$ cat config.mk
export PLATFORM = sky130hd
export DESIGN_NAME = piece_mover
export DESIGN_NICKNAME = d
export VERILOG_FILES = /design/src/rtl/piece_pkg.sv /design/src/rtl/drop_timer.sv /design/src/rtl/piece_mover.sv
export SDC_FILE = /design/constraint.sdc
export NUM_CORES = 1
export LEC_CHECK = 0
export ABC_CLOCK_PERIOD_IN_PS = 1700
export CAP_MARGIN = 20
export CORE_MARGIN = 5
export CORE_UTILIZATION = 35
export CTS_CLUSTER_DIAMETER = 200
export CTS_CLUSTER_SIZE = 12
export DETAILED_ROUTE_END_ITERATION = 12
export PLACE_DENSITY = 0.67
export SLEW_MARGIN = 10
export SYNTH_ARGS = -nofsm -noshare
export SYNTH_HDL_FRONTEND = slang
export SYNTH_HIERARCHICAL = 1
export SYNTH_SLANG_ARGS = --single-unit
export TNS_END_PERCENT = 10
$ cat constraint.sdc
create_clock -name clk -period 1.7 [get_ports clk]
set_input_delay 0.34 -clock clk [delete_from_list [all_inputs] [get_ports clk]]
set_output_delay 0.34 -clock clk [all_outputs]
set_load 0.005 [all_outputs]
$ cat src/rtl/piece_pkg.sv
// Shared types for the falling-piece mover: FSM states, move kinds and rotation.
package piece_pkg;

   typedef enum logic [2:0] {
      StIdle,
      StSpawn,
      StWait,
      StCheck,
      StCommit,
      StLock
   } state_e;

   typedef enum logic [2:0] {
      MvSpawn,
      MvDown,
      MvLeft,
      MvRight,
      MvRot
   } move_t;

   typedef logic [1:0] rot_t;

   function automatic rot_t rot_next(rot_t r);
      return r + 2'd1;
   endfunction

endpackage

$ cat src/rtl/drop_timer.sv
// Gravity timer: counts frame ticks and raises a pending-gravity flag at the step threshold.
module drop_timer #(
   parameter int unsigned DropTicks = 30
) (
   input  logic clk_i,
   input  logic rst_ni,
   input  logic count_en_i,
   input  logic tick_i,
   input  logic soft_drop_i,
   input  logic clr_cnt_i,
   input  logic clr_pend_i,
   output logic pend_o
);

   localparam int unsigned CntW = $clog2(DropTicks);
   localparam logic [CntW-1:0] MaxCnt = CntW'(DropTicks - 1);

   logic [CntW-1:0] cnt_q, cnt_d, thresh;
   logic            pend_q, pend_d;

   always_comb begin
      thresh = soft_drop_i ? '0 : MaxCnt;
      cnt_d  = cnt_q;
      pend_d = pend_q;
      if (clr_pend_i) pend_d = 1'b0;
      // A threshold hit in the same cycle as a clear still leaves a fresh step pending.
      if (clr_cnt_i) begin
         cnt_d  = '0;
         pend_d = 1'b0;
      end else if (count_en_i && tick_i) begin
         if (cnt_q >= thresh) begin
            cnt_d  = '0;
            pend_d = 1'b1;
         end else begin
            cnt_d = cnt_q + 1'b1;
         end
      end
   end

   always_ff @(posedge clk_i or negedge rst_ni) begin
      if (!rst_ni) begin
         cnt_q  <= '0;
         pend_q <= 1'b0;
      end else begin
         cnt_q  <= cnt_d;
         pend_q <= pend_d;
      end
   end

   assign pend_o = pend_q;

endmodule

$ cat src/rtl/piece_mover.sv
// Active-piece position/rotation owner with gravity and board-validated moves.
// Define PIECE_ROTATE_EN to enable rotation; otherwise rot and cand_rot stay 0.
module piece_mover
   import piece_pkg::*;
#(
   parameter int unsigned BOARD_W    = 10,
   parameter int unsigned BOARD_H    = 20,
   parameter int unsigned POS_W      = 5,
   parameter int unsigned DROP_TICKS = 30,
   parameter int unsigned SPAWN_X    = 4
) (
   input  logic             clk,
   input  logic             Reset_n,
   input  logic             Start,
   input  logic             tick,
   input  logic             shift_left,
   input  logic             shift_right,
   input  logic             rotate,
   input  logic             soft_drop,
   output logic             cand_valid,
   output logic [POS_W-1:0] cand_x,
   output logic [POS_W-1:0] cand_y,
   output logic [1:0]       cand_rot,
   input  logic             cand_done,
   input  logic             cand_ok,
   output logic [POS_W-1:0] pos_x,
   output logic [POS_W-1:0] pos_y,
   output logic [1:0]       rot,
   output logic             placed,
   output logic             game_over,
   output logic             Ready
);

   localparam logic [POS_W-1:0] XMax   = POS_W'(BOARD_W - 1);
   localparam logic [POS_W-1:0] YMax   = POS_W'(BOARD_H - 1);
   localparam logic [POS_W-1:0] SpawnX = POS_W'(SPAWN_X);

   state_e           state_q, state_d;
   move_t            move_q, move_d;
   logic [POS_W-1:0] pos_x_q, pos_x_d, pos_y_q, pos_y_d;
   logic [POS_W-1:0] cand_x_q, cand_x_d, cand_y_q, cand_y_d;
   rot_t             rot_q, rot_d, cand_rot_q, cand_rot_d;
   logic             cand_valid_q, cand_valid_d, placed_q, placed_d;
   logic             game_over_q, game_over_d, ready_q, ready_d;
   logic             grav_pend, clr_cnt, clr_pend, count_en, rot_req;

`ifdef PIECE_ROTATE_EN
   assign rot_req = rotate;
`else
   logic unused_rotate;
   assign unused_rotate = rotate;
   assign rot_req       = 1'b0;
`endif

   assign count_en = (state_q == StWait) || (state_q == StCheck) || (state_q == StCommit);

   drop_timer #(
      .DropTicks(DROP_TICKS)
   ) u_drop_timer (
      .clk_i      (clk),
      .rst_ni     (Reset_n),
      .count_en_i (count_en),
      .tick_i     (tick),
      .soft_drop_i(soft_drop),
      .clr_cnt_i  (clr_cnt),
      .clr_pend_i (clr_pend),
      .pend_o     (grav_pend)
   );

   always_comb begin
      state_d     = state_q;
      move_d      = move_q;
      pos_x_d     = pos_x_q;
      pos_y_d     = pos_y_q;
      rot_d       = rot_q;
      cand_x_d    = cand_x_q;
      cand_y_d    = cand_y_q;
      cand_rot_d  = cand_rot_q;
      game_over_d = game_over_q;
      clr_cnt     = 1'b0;
      clr_pend    = 1'b0;
      unique case (state_q)
         StIdle: if (Start && !game_over_q) state_d = StSpawn;
         StSpawn: begin
            cand_x_d   = SpawnX;
            cand_y_d   = '0;
            cand_rot_d = '0;
            move_d     = MvSpawn;
            clr_cnt    = 1'b1;
            state_d    = StCheck;
         end
         StWait: begin
            // Arbitration: gravity > left > right > rotate; losers are dropped.
            if (grav_pend) begin
               clr_pend = 1'b1;
               if (pos_y_q == YMax) begin
                  state_d = StLock;
               end else begin
                  {cand_x_d, cand_y_d, cand_rot_d} = {pos_x_q, pos_y_q + 1'b1, rot_q};
                  move_d  = MvDown;
                  state_d = StCheck;
               end
            end else if (shift_left) begin
               if (pos_x_q != '0) begin
                  {cand_x_d, cand_y_d, cand_rot_d} = {pos_x_q - 1'b1, pos_y_q, rot_q};
                  move_d  = MvLeft;
                  state_d = StCheck;
               end
            end else if (shift_right) begin
               if (pos_x_q != XMax) begin
                  {cand_x_d, cand_y_d, cand_rot_d} = {pos_x_q + 1'b1, pos_y_q, rot_q};
                  move_d  = MvRight;
                  state_d = StCheck;
               end
            end else if (rot_req) begin
               {cand_x_d, cand_y_d, cand_rot_d} = {pos_x_q, pos_y_q, rot_next(rot_q)};
               move_d  = MvRot;
               state_d = StCheck;
            end
         end
         StCheck: begin
            if (cand_done) begin
               if (cand_ok) begin
                  {pos_x_d, pos_y_d, rot_d} = {cand_x_q, cand_y_q, cand_rot_q};
                  state_d = StCommit;
               end else if (move_q == MvDown) begin
                  state_d = StLock;
               end else if (move_q == MvSpawn) begin
                  game_over_d = 1'b1;
                  state_d     = StIdle;
               end else begin
                  state_d = StWait;
               end
            end
         end
         StCommit: state_d = StWait;
         StLock:   state_d = StIdle;
         default:  state_d = StIdle;
      endcase
      cand_valid_d = (state_d == StCheck);
      placed_d     = (state_d == StLock);
      ready_d      = (state_d == StIdle);
   end

   always_ff @(posedge clk or negedge Reset_n) begin
      if (!Reset_n) begin
         state_q      <= StIdle;
         move_q       <= MvSpawn;
         pos_x_q      <= SpawnX;
         pos_y_q      <= '0;
         rot_q        <= '0;
         cand_x_q     <= '0;
         cand_y_q     <= '0;
         cand_rot_q   <= '0;
         cand_valid_q <= 1'b0;
         placed_q     <= 1'b0;
         game_over_q  <= 1'b0;
         ready_q      <= 1'b1;
      end else begin
         state_q      <= state_d;
         move_q       <= move_d;
         pos_x_q      <= pos_x_d;
         pos_y_q      <= pos_y_d;
         rot_q        <= rot_d;
         cand_x_q     <= cand_x_d;
         cand_y_q     <= cand_y_d;
         cand_rot_q   <= cand_rot_d;
         cand_valid_q <= cand_valid_d;
         placed_q     <= placed_d;
         game_over_q  <= game_over_d;
         ready_q      <= ready_d;
      end
   end

   assign cand_valid = cand_valid_q;
   assign cand_x     = cand_x_q;
   assign cand_y     = cand_y_q;
   assign cand_rot   = cand_rot_q;
   assign pos_x      = pos_x_q;
   assign pos_y      = pos_y_q;
   assign rot        = rot_q;
   assign placed     = placed_q;
   assign game_over  = game_over_q;
   assign Ready      = ready_q;

endmodule

==> results of run 1 <==
[registers in the layout, summed over array words and instances (netlist names)]
name	count
cand_x	5
u_drop_timer/cnt_q	5
pos_y	5
u_drop_timer/pend_o	1
cand_y	5
cand_rot	2
cand_valid	1
state_q	3
rot	2
game_over	1
Ready	1
placed	1
pos_x	5
move_q	2
[repair_timing]
item                                    CTS  global route
pin swaps                                 6             5
setup buffers                             1             1
gates resized for setup                  15             7
endpoints found under the setup margin   26            25
[metal layers]
layer / vias to the layer above / GRT usage, % / part of all wire [%]
met4: 0 / 5.22 / 1.9
met5: - / 0 / 0
met3: 8 / 3.91 / 4.2
met1: 906 / 19.3 / 45
li1: 886 / - / -
met2: 39 / 24.4 / 49
[stage by stage]
step                TNS (ns)  instances  util (%)  setup slack (ns)
finish               -0.0278        354      51.1           -0.0182
global placement      -10.34        345      48.7            -0.510
CTS                    -1.20        354      50.9           -0.0914
global route           -1.46        354      51.1            -0.114
floorplan             -0.922        201         -           -0.0854
detailed placement    -11.00        345      48.7            -0.566
[placed cells by master (no fill, tap or decap), drive strengths merged, types with 2 or more instances in the layout]
cell and count:
or3 2, o22ai 4, nand3 6, inv 11
or2 4, nand3b 4, or4b 2, mux2 11
nand2b 5, and2 3, o41ai 2, clkbuf 5
or4 3, a22o 12, nand2 14, dfrtp 37
nor3 4, nor2 8, xnor2 4, o211ai 2
o21ai 7, dlygate4sd2 5, dfstp 2, clkinvlp 2
ha 9, nand4 2, xor2 3, nor2b 2
buf 44, nor3b 3, a21oi 9, a21o 2
clkdlybuf4s50 29, a211o 3, mux2i 2
[worst max-delay path by stage]
stage / endpoint / cells past startpoint / slack (ns)
after floorplan: cand_x[2] / 7 / -0.09
after global placement: cand_x[4] / 8 / -0.51
after detailed placement: cand_x[4] / 8 / -0.57
after CTS: cand_y[0] / 8 / -0.09
after global routing: Ready / 7 / -0.11
final: cand_valid / 7 / -0.02
[cells by family after synthesis]
logic type,share of synthesized area (%)
simple gates,18.2
compound gates,16.4
flops,45.1
buf+inv,4.73
mux,6.63
fa+ha+maj,6.11
xor+xnor,2.82
[power groups by stage]
stage	Combinational (µW)	Sequential, µW	Clock (µW)
final	99.0	927	653
after global routing	110	927	722
after floorplan	31.8	946	0
after CTS	101	927	685
after global placement	97.8	945	0
after detailed placement	99.8	945	0
[layout make-up]
| class | instances | area, µm² | area share (%) |
|---|---|---|---|
| inverter | 10 | 37.5 | 1.23 |
| clock inverter | 3 | 23.8 | 0.777 |
| timing repair buffer | 79 | 702 | 22.9 |
| sequential | 39 | 978 | 32.0 |
| multi-input combinational | 143 | 1150 | 37.8 |
| tap | 75 | 93.8 | 3.07 |
| clock buffer | 5 | 68.8 | 2.25 |
==> metrics, run 1 <==
status finished with violations; failing checks negative setup slack; clock sink total 39; antenna violations before repair 0; crit start category flip-flop; CTS tree yes; worst hold margin 0.000606 ns; initial core utilization 36.2%; clock buffer count from CTS 5; post-synthesis net count roughly 220; drt initial violations ~50; final count of negative-setup-slack endpoints 4; Flop pwr share 55.2%; post-DP HPWL 3700 µm; Layout Nets about 300; Total Routing Usage GR between 10% and 20%; DR vias/cell roughly 5.2; RR Endpoint cand_valid; pwr dens between 500 and 600 mW/mm²; Fillers 563; Synth area leaders dfrtp_1 (43%), mux2_2 (5.7%), ha_1 (5.2%); Crit-path slowest cell or4b_4; switch share about a quarter; Syn. warnings 6; number of flops mapped to enable cells by yosys 0; syn avg cell area approximately 11 µm²; CP top delay family simple AND/OR/NAND/NOR gates; Tmin final around 1.7 ns; DIE AREA between 0.007 and 0.008 mm²; wire length per cell about 15 µm; synth cell count leaders dfrtp_1 (37), nand2_1 (13), a22o_1 (12); peak supply drop 0.382 mV; design area just over 0.003 mm²; Design Power approximately 1700 µW; clock-pin slew on the worst setup and hold paths about 0.080 ns; Net Switching 410 µW; count of cell types in the netlist 55; row count 28; CP bufs+invs 1; final hold vios 0; CTS H-tree lvls 2; reg2reg path depth 7; DRT Pass-1 Iters 4; Final WS setup -0.0182 ns; critical path startpoint pos_y[0]; Syn Std Cell Area roughly 0.0022 mm²; Post-Syn Instances about 200; DIE HEIGHT 88.8 µm; Max Root-Sink Buffers 2; Critical Path Sink Type flip-flop; Layout area overhead 40.9%; largest net degree at the start of global routing 40; period utilisation layout 101%; area leader, netlist dfrtp_1; gpl congestion between 0.7 and 0.8; unrepaired setup endpoints after global routing true; worst-margin pin slew around 0.35 ns; layout cells sized above 1 about a third; Critical Path Max Stage Delay 0.52 ns; Final ANT Viol Nets 0; Leak Pwr 0.00146 µW; Critical Path RT around 1.9 ns; worst-path fanout max 3; Hold Buf Count CTS 0; sequential cell area fraction in the yosys report 45.1%; asr flop ratio synth between 90% and 100%; top-count cell post-synth dfrtp_1; Yosys reg bits 39; reg2reg start pos_y[0]; num ports 38; Die X 88.8 µm; main flop type after synthesis dfrtp_1; Yosys top cell area share between 40% and 50%; Reg2Reg Setup Slack -0.02 ns; core area 0.00599 mm²; clk_skew roughly 0.0067 ns; worst setup path category reg -> reg; Peak Freq between 500 and 600 MHz; Clk pwr share between 30% and 40%; CP cell instances ha_2 > nand2_2 > or4b_4 > buf_6 > nand3_2 > o211ai_1 > and2_1; clk_lat worst skew about 0.3 ns; PortBufs 36; count of final max-slew check failures 0; Comb pwr share under 10%; Hold Path Class in -> async; P_int between 1000 and 1500 µW; vias in the first global route between 1500 and 2000; Max-cap violations 0; first-pass GRT wire length 9190 µm; DP Area just under 0.003 mm²; Congestion Overflow GR 0; Antenna Cells 0; root buffer cell clkbuf_8; via count about 1800; Detailed Route WL ~5300 µm; Residual DRC 0; relative slew slack between 70% and 80%; crit path DAT between 1.5 and 2 ns
Note: power is estimated with default switching activity, not from simulation.
==> inputs of run 2 (changes only) <==
--- a/config.mk
+++ b/config.mk
@@ -12,7 +12,9 @@
 export CTS_CLUSTER_DIAMETER = 200
 export CTS_CLUSTER_SIZE = 12
 export DETAILED_ROUTE_END_ITERATION = 12
+export HOLD_SLACK_MARGIN = 0.06
 export PLACE_DENSITY = 0.67
+export SETUP_SLACK_MARGIN = 0.3
 export SLEW_MARGIN = 10
 export SYNTH_ARGS = -nofsm -noshare
 export SYNTH_HDL_FRONTEND = slang
==> metrics, run 2 (synthesis results as in run 1) <==
crit path DAT 1.98 ns (was 1.91 ns); final hold vios 0 (unchanged); Reg2Reg Setup Slack -0.04 ns (was -0.02 ns); Post-Place Cells 343 (was 345); post-DP HPWL 3790 µm (was 3700 µm); Final ANT Viol Nets 0 (unchanged); CTS tree yes (unchanged); CP bufs+invs 1 (unchanged); first-pass GRT wire length 9450 µm (was 9190 µm); largest net degree at the start of global routing 40 (unchanged); Design Power 1810 µW (was 1680 µW); crit start category flip-flop (unchanged); clock-pin slew on the worst setup and hold paths 0.08 ns (about the same); DR vias/cell 5.19 (about the same); PortBufs 36 (unchanged); clk_skew 0.0106 ns (was 0.00671 ns); DRT Pass-1 Iters 4 (unchanged); num ports 38 (unchanged); pre-CTS setup slack -0.579 ns (was -0.566 ns); Critical Path Max Stage Delay 0.52 ns (about the same); Peak Freq 575 MHz (was 582 MHz); gpl congestion 0.785 (was 0.759); Leak Pwr 0.00161 µW (was 0.00146 µW); clk_lat worst skew 0.30 ns (about the same); clock sink total 39 (unchanged); status finished with violations (unchanged); Congestion Overflow GR 0 (unchanged); count of final max-slew check failures 0 (unchanged); core area 0.00599 mm² (unchanged); vias in the first global route 2040 (was 1946); root buffer cell clkbuf_8 (unchanged); drt initial violations 91 (was 51); DIE AREA 0.00788 mm² (unchanged); Hold Buf Count CTS 0 (unchanged); CP top delay family simple AND/OR/NAND/NOR gates (unchanged); worst-path fanout max 7 (was 3); antenna violations before repair 0 (unchanged); layout cells sized above 1 39.9% (was 32.3%); final count of negative-setup-slack endpoints 17 (was 4); clock buffer count from CTS 5 (unchanged); final cell count without fillers 361 (was 354); pwr dens 560 mW/mm² (was 549 mW/mm²); CP cell instances ha_4 > nand2_2 > or4b_4 > nand3_4 > buf_6 > a21o_4 > a22o_1 (was ha_2 > nand2_2 > or4b_4 > buf_6 > nand3_2 > o211ai_1 > and2_1); Final WS setup -0.0397 ns (was -0.0182 ns); Tmin final 1.74 ns (was 1.72 ns); CTS H-tree lvls 2 (unchanged); Crit-path slowest cell or4b_4 (unchanged); row count 28 (unchanged); worst setup path category reg -> reg (unchanged); Max-cap violations 0 (unchanged); Residual DRC 0 (unchanged); peak supply drop 0.405 mV (was 0.382 mV); unrepaired setup endpoints after global routing true (unchanged); worst hold margin 0.0939 ns (was 0.000606 ns); Antenna Cells 0 (unchanged); most frequent cells in the layout dfrtp_1 (35), buf_4 (32), dlygate4sd2_1 (19) (was buf_4 (38), dfrtp_1 (37), clkdlybuf4s50_1 (29)); Die X 88.8 µm (unchanged); Layout Nets 305 (was 298); failing checks negative setup slack (unchanged); Critical Path RT 1.94 ns (was 1.89 ns); relative slew slack 66.4% (was 76.5%); via count 1872 (was 1839); Max Root-Sink Buffers 2 (unchanged); Total Routing Usage GR 15.4% (was 15.0%); Detailed Route WL 5630 µm (was 5270 µm); worst-margin pin slew 0.504 ns (was 0.351 ns); wire length per cell 15.6 µm (was 14.9 µm); initial core utilization 36.2% (unchanged); Layout area overhead 49.0% (was 40.9%); DIE HEIGHT 88.8 µm (unchanged); Hold Path Class in -> async (unchanged); period utilisation layout 102% (was 101%); most common cell after layout, fill and taps aside dfrtp_1 (was buf_4); Critical Path Sink Type flip-flop (unchanged)
run 2: changes by cell type in the layout (fill, tap and decap cells not counted), sizes merged, moves of 2 or more:
cell	delta
clkinv	+2
clkdlybuf4s50	-24
clkdlybuf4s15	+4
clkinvlp	-2
dlygate4sd2	+14
clkbuf	+3
buf	+9
run 2: what timing repair did:
item	4_1_cts	5_1_grt
cloned	2	0
pin swaps	38	7
buffers inserted	5	3
resized for setup	76	19
setup endpoints to repair	66	46
run 2: area by class of cell:
type	instances	area, µm²
clock buffers	5	68.8
inverters	10	37.5
fillers	537	2760
flip-flops and latches	39	981
well taps	75	93.8
repair buffers	85	778
multi-input cells	144	1230
clock inverters	3	43.8
run 2: worst paths after layout:
path,start,to,depth (start not counted)
worst min-delay path,Reset_n,placed,2
min in group clk,game_over,game_over,2
worst max-delay path,pos_y[1],cand_x[1],7
worst min register to register,game_over,game_over,2
worst max register to register,pos_y[1],cand_x[1],7
max in group asynchronous,Reset_n,pos_x[4],2
run 2: per-stage QoR:
step | instance area, µm² | utilization (%) | setup TNS [ns]
detailed placement | 2890 | 48.2 | -11.23
finish | 3230 | 54.0 | -0.414
global placement | 2890 | 48.2 | -10.32
floorplan | 2200 | - | -0.922
CTS | 3160 | 52.8 | -0.764
global route | 3230 | 54.0 | -1.56
run 2: per-layer routing:
metal / wire, µm / vias up / global-route usage, %
li1: - / 907 / -
met1: 2520 / 920 / 20.2
met2: 2790 / 34 / 25.3
met3: 219 / 11 / 3.26
met4: 100 / 0 / 5.36
met5: 0 / - / 0
run 2: report_power, final:
group          total [µW]  internal [µW]  switching [µW]
registers             927            927      0.00000190
clock network         782            437             345
logic                 103           50.0            52.6
==> inputs of run 3 (changes only) <==
--- a/config.mk
+++ b/config.mk
@@ -9,7 +9,7 @@
 export CAP_MARGIN = 20
 export CORE_MARGIN = 5
 export CORE_UTILIZATION = 35
-export CTS_CLUSTER_DIAMETER = 200
+export CTS_CLUSTER_DIAMETER = 120
 export CTS_CLUSTER_SIZE = 12
 export DETAILED_ROUTE_END_ITERATION = 12
 export HOLD_SLACK_MARGIN = 0.06
==> results of run 3 <==
Final layout, timing and power as in run 2 (identical DEF).
